File: src/rtl/dm_arb_pkg.sv
// Shared types for the two-requester data-memory arbiter.
// Holds the requester index encoding and the read-tag record.
package dm_arb_pkg;

    typedef enum logic {
        REQ_CORE = 1'b0,
        REQ_HOST = 1'b1
    } req_idx_e;

    typedef struct packed {
        logic     valid;
        req_idx_e idx;
    } rd_tag_t;

    localparam rd_tag_t TAG_NONE = '{valid: 1'b0, idx: REQ_CORE};

    // Contention winner is whoever was not granted most recently.
    function automatic req_idx_e rr_pick(input req_idx_e last);
        return (last == REQ_CORE) ? REQ_HOST : REQ_CORE;
    endfunction

endpackage

File: src/rtl/rd_tag_pipe.sv
// Read-tag delay line: a tag pushed in cycle T appears on o_tag in
// cycle T+RD_LAT, aligned with the memory's read data.
module rd_tag_pipe
    import dm_arb_pkg::*;
#(
    parameter int RD_LAT = 1
) (
    input  logic    clk,
    input  logic    rst,
    input  rd_tag_t i_tag,
    output rd_tag_t o_tag
);

    rd_tag_t r_stage [RD_LAT];

    always_ff @(posedge clk) begin
        if (rst) begin
            for (int i = 0; i < RD_LAT; i++) begin
                r_stage[i] <= TAG_NONE;
            end
        end else begin
            r_stage[0] <= i_tag;
            for (int i = 1; i < RD_LAT; i++) begin
                r_stage[i] <= r_stage[i-1];
            end
        end
    end

    assign o_tag = r_stage[RD_LAT-1];

endmodule

File: src/rtl/dm_arbiter.sv
// Round-robin arbiter between core (0) and host loader (1) for a
// single-port data memory, with host burst lock and read-tag return.
module dm_arbiter
    import dm_arb_pkg::*;
#(
    parameter int ADDR_W = 16,
    parameter int DATA_W = 8,
    parameter int RD_LAT = 1
) (
    input  logic              clk,
    input  logic              rst,
    input  logic              req0,
    input  logic              req1,
    input  logic              wr0,
    input  logic              wr1,
    input  logic [ADDR_W-1:0] addr0,
    input  logic [ADDR_W-1:0] addr1,
    input  logic [DATA_W-1:0] wdata0,
    input  logic [DATA_W-1:0] wdata1,
    input  logic              lock1,
    output logic              gnt0,
    output logic              gnt1,
    output logic              rvalid0,
    output logic              rvalid1,
    output logic [DATA_W-1:0] rdata,
    output logic [ADDR_W-1:0] mem_addr,
    output logic [DATA_W-1:0] mem_wdata,
    output logic              mem_we,
    input  logic [DATA_W-1:0] mem_rdata
);

    req_idx_e r_last;
    logic     r_lock;

    logic     w_g0;
    logic     w_g1;
    logic     w_any;
    logic     w_wr;
    req_idx_e w_idx;
    rd_tag_t  w_push;
    rd_tag_t  w_pop;

    always_comb begin
        w_g0 = 1'b0;
        w_g1 = 1'b0;
        if (rst) begin
            w_g0 = 1'b0;
            w_g1 = 1'b0;
        end else if (r_lock) begin
            w_g1 = req1;
        end else if (req0 && req1) begin
            if (rr_pick(r_last) == REQ_CORE) begin
                w_g0 = 1'b1;
            end else begin
                w_g1 = 1'b1;
            end
        end else begin
            w_g0 = req0;
            w_g1 = req1;
        end
    end

    assign w_any = w_g0 | w_g1;
    assign w_idx = w_g1 ? REQ_HOST : REQ_CORE;
    assign w_wr  = w_g1 ? wr1 : wr0;

    assign gnt0      = w_g0;
    assign gnt1      = w_g1;
    assign mem_addr  = w_g1 ? addr1 : addr0;
    assign mem_wdata = w_g1 ? wdata1 : wdata0;
    assign mem_we    = w_any & w_wr;

    assign w_push = '{valid: w_any & ~w_wr, idx: w_idx};

    // Lock only arms on a host grant and drops on any cycle lock1 is low.
    always_ff @(posedge clk) begin
        if (rst) begin
            r_last <= REQ_HOST;
            r_lock <= 1'b0;
        end else begin
            if (w_any) begin
                r_last <= w_idx;
            end
            r_lock <= lock1 & (r_lock | w_g1);
        end
    end

    rd_tag_pipe #(
        .RD_LAT (RD_LAT)
    ) u_tag_pipe (
        .clk   (clk),
        .rst   (rst),
        .i_tag (w_push),
        .o_tag (w_pop)
    );

    assign rvalid0 = ~rst & w_pop.valid & (w_pop.idx == REQ_CORE);
    assign rvalid1 = ~rst & w_pop.valid & (w_pop.idx == REQ_HOST);
    assign rdata   = mem_rdata;

endmodule

File: config.mk
export PLATFORM = sky130hd
export DESIGN_NAME = dm_arbiter
export DESIGN_NICKNAME = d
export VERILOG_FILES = /design/src/rtl/dm_arb_pkg.sv /design/src/rtl/rd_tag_pipe.sv /design/src/rtl/dm_arbiter.sv
export SDC_FILE = /design/constraint.sdc
export NUM_CORES = 1
export LEC_CHECK = 0
export ABC_AREA = 1
export CORE_AREA = 2 2 55 67
export DETAILED_ROUTE_END_ITERATION = 16
export DIE_AREA = 0 0 57 69
export GPL_TIMING_DRIVEN = 0
export PLACE_DENSITY = 0.7
export SYNTH_ARGS = -nofsm -noshare
export SYNTH_HDL_FRONTEND = slang
export SYNTH_SLANG_ARGS = --single-unit
File: constraint.sdc
create_clock -name clk -period 0.95 [get_ports clk]
set_input_delay 0.095 -clock clk [delete_from_list [all_inputs] [get_ports clk]]
set_output_delay 0.095 -clock clk [all_outputs]
set_load 0.02 [all_outputs]
After elaboration in Yosys (flattened, before gate mapping)

Memories as Yosys holds them, arrays and structs flattened.
Cells that the tools add are included.

Memory bits (writable): 2
Output and inout port bits: 37
Bits in read-only memories: 0
Register bits: 2
Bits in latches: 0
Memories kept: 1

Memories:

| name               | depth | width | rd ports | clocked after Yosys merged registers in | wr ports | line              | RTL |
|---|---|---|---|---|---|---|---|
| u_tag_pipe.r_stage | 1     | 2     | 1        | 0                                       | 1        | rd_tag_pipe.sv:14 | `rd_tag_t r_stage [RD_LAT];` |

Magnitude comparators: 0
Muxes and demuxes: 17
Div/mod/pow operators: 0
Add/subtract/negate cells: 0
Reduce and logical (&&, ||, !) cells: 2
Shift-type cells: 0
Eq/ne operators: 0
Multipliers: 0
Bitwise operators: 11

Operators with widths:

| operator           | number |
|---|---|
| two-way mux 16 bit | 1 |
| two-way mux 1 bit  | 14 |
| two-way mux 8 bit  | 1 |
| bitwise AND 1 bit  | 6 |
| NOT 1 bit          | 3 |
| two-way mux 2 bit  | 1 |
| OR 1 bit           | 2 |
| OR reduction 2 bit | 1 |
| logical AND 1 bit  | 1 |

Logic depth before layout (Yosys ltp)

Gate-level depths: netlist of run 1.

Depth after elaboration: 8
Mapped depth: 7
Depth with buffers taken out: 6

Modules after synthesis

From an unflattened synthesis of run 1, not the netlist that was laid out.

Cell total of the unflattened synthesis: 121
Area total of the unflattened synthesis: 613.1 um^2

By module, submodules not included:

| module      | area an instance (um^2) | times used | cells each | seq. area each (um^2) |
|---|---|---|---|---|
| dm_arbiter  | 558.0                   | 1          | 115        | 40.0 |
| rd_tag_pipe | 55.1                    | 1          | 6          | 40.0 |

Worst setup path before layout of run 1

OpenSTA, ideal clock, no wires.

Path kind: register -> output
Start: register r_lock
End: output mem_we
Cell stages (with the launch flop): 8
Slack: -161 ps
Path buffers: 1
Data arrival time: 1016 ps
Cell sequence: dfxtp_1 inv_2 nand3_2 nand2_2 buf_6 nand2_1 nand2_1 nor2_1

Cells in the longest elaborated chain, start to end: 4
Elaborated cells on any way between the ends: 7

Ends and longest elaborated chain:

| what                                          | line                               | RTL |
|---|---|---|
| from (decl)                                   | dm_arbiter.sv:33                   | `logic r_lock;` |
| from (signal assigned)                        | dm_arbiter.sv:84                   | `r_lock <= lock1 & (r_lock \| w_g1);` |
| two-way mux 1 bit                             | dm_arbiter.sv:49                   | `end else if (r_lock) begin` |
| two-way mux 1 bit                             | dm_arbiter.sv:46                   | `if (rst) begin` |
| OR 1 bit or two-way mux 1 bit (tied branches) | dm_arbiter.sv:63, dm_arbiter.sv:65 |  |
| bitwise AND 1 bit (*)                         | dm_arbiter.sv:71                   | `assign mem_we = w_any & w_wr;` |
| to (decl)                                     | dm_arbiter.sv:28                   | `output logic mem_we,` |

Mark *: on every way between the ends. The rest lies on a longest branch, timed or not.

Worst setup path after layout of run 1

Start: register r_lock
End: output mem_addr[14]

Cells in the longest elaborated chain, start to end: 3

Ends and longest elaborated chain:

| what               | line             | RTL |
|---|---|---|
| two-way mux 1 bit  | dm_arbiter.sv:49 |  |
| two-way mux 1 bit  | dm_arbiter.sv:46 |  |
| two-way mux 16 bit | dm_arbiter.sv:69 | `assign mem_addr = w_g1 ? addr1 : addr0;` |
| to (decl)          | dm_arbiter.sv:26 | `output logic [ADDR_W-1:0] mem_addr,` |

Every way passes these cells.

==> impl_metrics.env, run 1 <==
export IMPL_startpoint_type="flip-flop"
export IMPL_worstSetupStartpoint="r_lock"
export IMPL_wl_met2_um=1510
export IMPL_routed_wl_um=2960
export IMPL_synth_ff_latch_count=4
export IMPL_die_area_um2=3930
export IMPL_drive_gt1_share_pct=52.0
export IMPL_ctsHoldBuffers=0
export IMPL_final_common_cell="clkdlybuf4s50_1"
export IMPL_post_route_period_util_pct=144
export IMPL_synth_cell_type_count=16
export IMPL_whs_ns=0.240
export IMPL_routabilityCongestion=0.773
export IMPL_clockRootBuffer="clkbuf_8"
export IMPL_clk_pin_slew_worst_paths_ns=0.03
export IMPL_grt_max_degree=11
export IMPL_critPathKind="reg -> out"
export IMPL_vias=1095
export IMPL_cts_tree="yes"
export IMPL_grt_usage_pct=14.0
export IMPL_maxSlewViolCount=0
export IMPL_ys_seq_area_share_pct=13.2
export IMPL_ir_worst_vdd_uv=884
export IMPL_layout_common_cells="clkdlybuf4s50_1 (59), nand2_2 (36), nand2_1 (35)"
export IMPL_worst_pin_slew_ns=0.221
export IMPL_routed_via_density=4.18
export IMPL_status="complete, but fails checks"
export IMPL_end_kind="output port"
export IMPL_cts_sinks=4
export IMPL_hpwl_um=2130
export IMPL_arrival_ns=1.28
export IMPL_fillers=302
export IMPL_core_um2=3280
export IMPL_hp_start="rst"
export IMPL_min_period_ns=1.37
export IMPL_numCtsBuffers=3
export IMPL_cp_data_required_time_ns=0.85
export IMPL_wl_per_cell_um=11.3
export IMPL_grt_antenna_before_repair=0
export IMPL_syn2layout_area_growth_pct=223
export IMPL_drv_cap=0
export IMPL_clock_path_buffers=2
export IMPL_r2r_start="r_lock"
export IMPL_top_layer="met4"
export IMPL_setup_viol=30
export IMPL_drc=0
export IMPL_htreeDepth=1
export IMPL_grt_overflow=0
export IMPL_io_pin_count=100
export IMPL_finalSetupTns_ns=-10.58
export IMPL_fp_dieW_um=57
export IMPL_antenna_cells=0
export IMPL_max_slew_margin_pct=85.2
export IMPL_max_freq_ghz=0.729
export IMPL_hold_violations=0
export IMPL_wl_met1_um=1020
export IMPL_rsz0062_at_grt="true"
export IMPL_rows=23
export IMPL_fin_skew_ns=0.00127
export IMPL_drtIter0Drc=21
export IMPL_cellLeakagePower_nw=0.944
export IMPL_grt_pass1_vias=1072
export IMPL_final_core_utilization_pct=59.5
export IMPL_synthCells=119
export IMPL_ys_warnings_count=0
export IMPL_finalPower_w=0.00156
export IMPL_synthesis_area_um2=606
export IMPL_initial_core_util_pct=18.5
export IMPL_fin_ws_ns=-0.421
export IMPL_min_path_type="in -> reg"
export IMPL_grt_pass1_wl_um=4550
export IMPL_wl_met3_um=413
export IMPL_insertion_delay_ns=0.21
export IMPL_nets=290
export IMPL_avgSynthCellArea_um2=5.09
export IMPL_antenna_left=0
export IMPL_violations="setup timing"
export IMPL_critPathMaxFanout=7
export IMPL_die_h_um=69
export IMPL_numPortBuffers=91
export IMPL_dr_pass1_iters=4
export IMPL_power_density_nw_per_um2=798
export IMPL_syn_nets=182
==> kinds of logic (layout without fill, tap and decap cells) <==
| family | Yosys count | count (layout) | synth area share, % |
|---|---|---|---|
| compound gates | 4 | 4 | 4.75 |
| buf+inv | 22 | 128 | 23.6 |
| flops | 4 | 4 | 13.2 |
| simple gates | 89 | 89 | 58.5 |
==> metrics by stage <==
| stage | cell area (um^2) | setup slack, ns | instances |
|---|---|---|---|
| after CTS | 1880 | -0.445 | 261 |
| after detailed placement | 1630 | -1.01 | 247 |
| after global placement | 1630 | -1.02 | 247 |
| after global routing | 1950 | -0.477 | 262 |
| after floorplan | 676 | -0.0758 | 119 |
| final | 1950 | -0.421 | 262 |
==> synth_stat cells <==
| library cell | count | area (um^2) |
|---|---|---|
| a21oi_2 | 1 | 8.76 |
| buf_4 | 10 | 75.1 |
| buf_6 | 3 | 33.8 |
| dfxtp_1 | 4 | 80.1 |
| inv_1 | 7 | 26.3 |
| inv_2 | 2 | 7.51 |
| nand2_1 | 78 | 293 |
| nand2_2 | 1 | 6.26 |
| nand3_1 | 2 | 10.0 |
| nand3_2 | 1 | 10.0 |
| nor2_1 | 5 | 18.8 |
| nor2_4 | 1 | 11.3 |
| nor3_1 | 1 | 5.00 |
| o211ai_1 | 1 | 7.51 |
| o21a_1 | 1 | 7.51 |
| o21ai_0 | 1 | 5.00 |
==> metal layers <==
metal / vias up / global-route usage, %
li1: 556 / -
met1: 460 / 13.4
met2: 77 / 26.7
met3: 2 / 5.25
met4: 0 / 3.88
met5: - / 0
==> path summary, 6_finish.rpt <==
kind / cells past startpoint / slack [ns] / to
worst max-delay path: 8 / -0.42 / mem_addr[14]
worst min register to register: 1 / 0.51 / r_last
worst min-delay path: 3 / 0.24 / r_last
worst max register to register: 7 / -0.17 / r_lock
==> power breakdown <==
group          total, W  internal (W)  switching (W)
Sequential     0.000191      0.000183     0.00000873
Clock          0.000348      0.000269      0.0000790
Combinational   0.00102      0.000584       0.000436
==> worst max-delay path, cell delays in order, from the launching register on <==
cell and delay, ns:
dfxtp_2 0.31, inv_2 0.07, nand3_4 0.09, nand2_4 0.10
buf_12 0.14, clkbuf_16 0.14, nand2_1 0.05, nand2_2 0.06
buf_6 0.11
==> final cells by class <==
type	instances	area, um^2	share of cell area (%)
plain buffers	13	136	6.98
clock buffers	3	41.3	2.11
inverters	9	36.3	1.86
multi-input cells	93	554	28.4
flip-flops and latches	4	85.1	4.36
well taps	37	46.3	2.37
repair buffers	103	1050	53.9
==> sequential cells by signal, summed over array words and instances (netlist names) <==
name / count
u_tag_pipe.r_stage: 2
r_lock: 1
r_last: 1
==> repair_timing <==
item                                    4_1_cts  5_1_grt
pin swaps                                     7        5
gates cloned                                  3        1
buffers inserted                              8        1
gates resized for setup                     201       21
endpoints found under the setup margin       32       32
Power figures use the tool's default switching activity.
==> inputs of run 2 (changes only) <==
- CORE_AREA: 2 2 55 67 -> 4 4 57 69
- DIE_AREA: 0 0 57 69 -> 0 0 61 73
- HOLD_SLACK_MARGIN: default -> 0.1
- REMOVE_ABC_BUFFERS: default -> 1
==> run 2 against run 1 <==
  * The run still ends with setup timing left
  * Worst setup slack lost 0.0093 ns
  * Worst hold slack lost 0.049 ns
  * Power shrank 2.7%
  * Cell count shrank 4.6%
  * Clock power shrank 2%
  * Count of clock-buffer cells in the layout is the same
  * Critical path type unchanged
  * Largest cell class unchanged
==> impl_metrics.env, run 2 (synthesis gave the netlist of run 1 again) <==
export IMPL_status="complete, but fails checks"
export IMPL_violations="setup timing"
export IMPL_core_um2=3280
export IMPL_ctsHoldBuffers=0
export IMPL_grt_util_met1_pct=14.0
export IMPL_drc=0
export IMPL_crit_family="simple AND/OR/NAND/NOR gates"
export IMPL_r2r_start="r_lock"
export IMPL_dr_pass1_iters=2
export IMPL_syn2layout_area_growth_pct=206
export IMPL_antenna_left=0
export IMPL_drive_gt1_share_pct=49.3
export IMPL_min_period_ns=1.38
export IMPL_io_pin_count=100
export IMPL_arrival_ns=1.29
export IMPL_routabilityCongestion=0.761
export IMPL_slowest_stage="dfxtp_2"
export IMPL_cp_data_required_time_ns=0.85
export IMPL_hpwl_um=2000
export IMPL_fin_ws_ns=-0.431
export IMPL_worst_pin_slew_ns=0.246
export IMPL_finalPower_w=0.00152
export IMPL_routed_wl_um=3330
export IMPL_post_route_period_util_pct=145
export IMPL_numPlacedInstances=226
export IMPL_die_h_um=73
export IMPL_grt_usage_pct=14.9
export IMPL_setup_worst_path_end="mem_addr[4]"
export IMPL_fin_skew_ns=0.000507
export IMPL_startpoint_type="flip-flop"
export IMPL_vias=1092
export IMPL_final_common_cell="clkdlybuf4s50_1"
export IMPL_met2_usage_pct=28.5
export IMPL_crit_path_frequent_cell="buf_6"
export IMPL_instances_no_fill=250
export IMPL_largest_reg_flops=2
export IMPL_fillers=307
export IMPL_grt_antenna_before_repair=0
export IMPL_clockRootBuffer="clkbuf_8"
export IMPL_htreeDepth=1
export IMPL_ir_worst_vdd_uv=754
export IMPL_cts_sinks=4
export IMPL_grt_max_degree=8
export IMPL_insertion_delay_ns=0.21
export IMPL_regMostFlops="u_tag_pipe.r_stage"
export IMPL_initial_core_util_pct=18.5
export IMPL_r2r_cells=8
export IMPL_gr_usage_met3_pct=6.90
export IMPL_worstSetupPathDepth=7
export IMPL_clk_pin_slew_worst_paths_ns=0.03
export IMPL_largestRegisters="u_tag_pipe.r_stage (2), r_last (1), r_lock (1)"
export IMPL_cellLeakagePower_nw=0.916
export IMPL_layout_common_cells="clkdlybuf4s50_1 (51), nand2_1 (40), nand2_2 (28)"
export IMPL_rows=23
export IMPL_wl_per_cell_um=13.3
export IMPL_drv_cap=0
export IMPL_top_usage_layer="met2"
export IMPL_hold_violations=0
export IMPL_grt_pass1_vias=1087
export IMPL_critPathMaxStageDelay_ns=0.31
export IMPL_die_area_um2=4450
export IMPL_worstSetupStartpoint="r_lock"
export IMPL_max_freq_ghz=0.724
export IMPL_critPathKind="reg -> out"
export IMPL_r2r_end="u_tag_pipe.r_stage[0][1]"
export IMPL_fp_dieW_um=61
export IMPL_crit_chain="inv_2 -> nand3_4 -> nand2_8 -> buf_6 -> nand2_4 -> nand2_2 -> buf_6"
export IMPL_regToRegSetupSlack_ns=-0.21
export IMPL_antenna_cells=0
export IMPL_pre_cts_ws_ns=-1.62
export IMPL_drtIter0Drc=38
export IMPL_numPortBuffers=83
export IMPL_rsz0062_at_grt="true"
export IMPL_numCtsBuffers=3
export IMPL_maxSlewViolCount=0
export IMPL_crit_buf_inv=3
export IMPL_max_slew_margin_pct=83.5
export IMPL_clock_path_buffers=2
export IMPL_critPathMaxFanout=7
export IMPL_grt_overflow=0
export IMPL_nets=278
export IMPL_end_kind="output port"
export IMPL_routed_via_density=4.37
export IMPL_setup_viol=30
export IMPL_min_path_type="in -> out"
export IMPL_cts_tree="yes"
export IMPL_power_density_nw_per_um2=818
export IMPL_grt_pass1_wl_um=4850
-- run 2: changes by cell type in the layout (fill, tap and decap cells not counted), sizes merged --
cell | before | now
buf | 53 | 43
clkbuf | 5 | 4
clkdlybuf4s50 | 59 | 51
inv | 9 | 12
nand2 | 79 | 83
-- run 2: cell type report --
| cell class | instances | area (um^2) | area share [%] |
|---|---|---|---|
| Clock buffer | 3 | 41.3 | 2.23 |
| Inverter | 9 | 46.3 | 2.50 |
| Multi-Input combinational cell | 97 | 641 | 34.5 |
| Sequential cell | 4 | 83.8 | 4.52 |
| Tap cell | 37 | 46.3 | 2.50 |
| Timing Repair Buffer | 97 | 965 | 52.0 |
| Timing Repair inverter | 3 | 31.3 | 1.69 |
-- run 2: worst reg2reg max path: stages, from the launching register on --
cell	delay [ns]
dfxtp_2	0.31
inv_2	0.07
nand3_4	0.16
buf_12	0.19
nand2_8	0.07
buf_6	0.11
nand2_1	0.04
nand2_1	0.06
nor2_1	0.04
-- run 2: worst min-delay path by stage --
stage / endpoint / cells after the start / start
after global placement: rdata[0] / 0 / mem_rdata[0]
after detailed placement: rdata[0] / 0 / mem_rdata[0]
after CTS: rdata[0] / 0 / mem_rdata[0]
after floorplan: rdata[0] / 0 / mem_rdata[0]
final: rdata[0] / 0 / mem_rdata[0]
after global routing: rdata[1] / 0 / mem_rdata[1]
-- run 2: stage by stage --
step                      hold WS, ns  area, um^2  utilization [%]  setup TNS, ns
after floorplan                 0.190         497                -         -11.43
after global placement          0.190        1370             41.9         -43.40
after detailed placement        0.190        1370             41.9         -43.45
after CTS                       0.190        1720             52.5         -11.15
after global routing            0.190        1850             56.5         -13.16
final                           0.190        1850             56.5         -11.36
-- run 2: layer usage --
metal | share of wire, % | wire [um] | vias up
met3 | 12 | 405 | 2
met5 | 0 | 0 | -
met2 | 54 | 1810 | 73
met4 | 0.30 | 10 | 0
met1 | 33 | 1110 | 477
li1 | - | - | 540
-- run 2: what timing repair did --
item                                    CTS  global route
endpoints found under the setup margin   32            33
cloned                                    7             0
pin swaps                                12             7
setup buffers                            13             2
resized for setup                       201            44
-- run 2: power breakdown --
group	switching (W)	total, W	internal [W]	leakage (nW)
Combinational	0.000464	0.000984	0.000520	0.861
Clock	0.0000733	0.000342	0.000269	0.0216
Sequential	0.00000903	0.000191	0.000182	0.0336
Total	0.000546	0.00152	0.000971	0.916
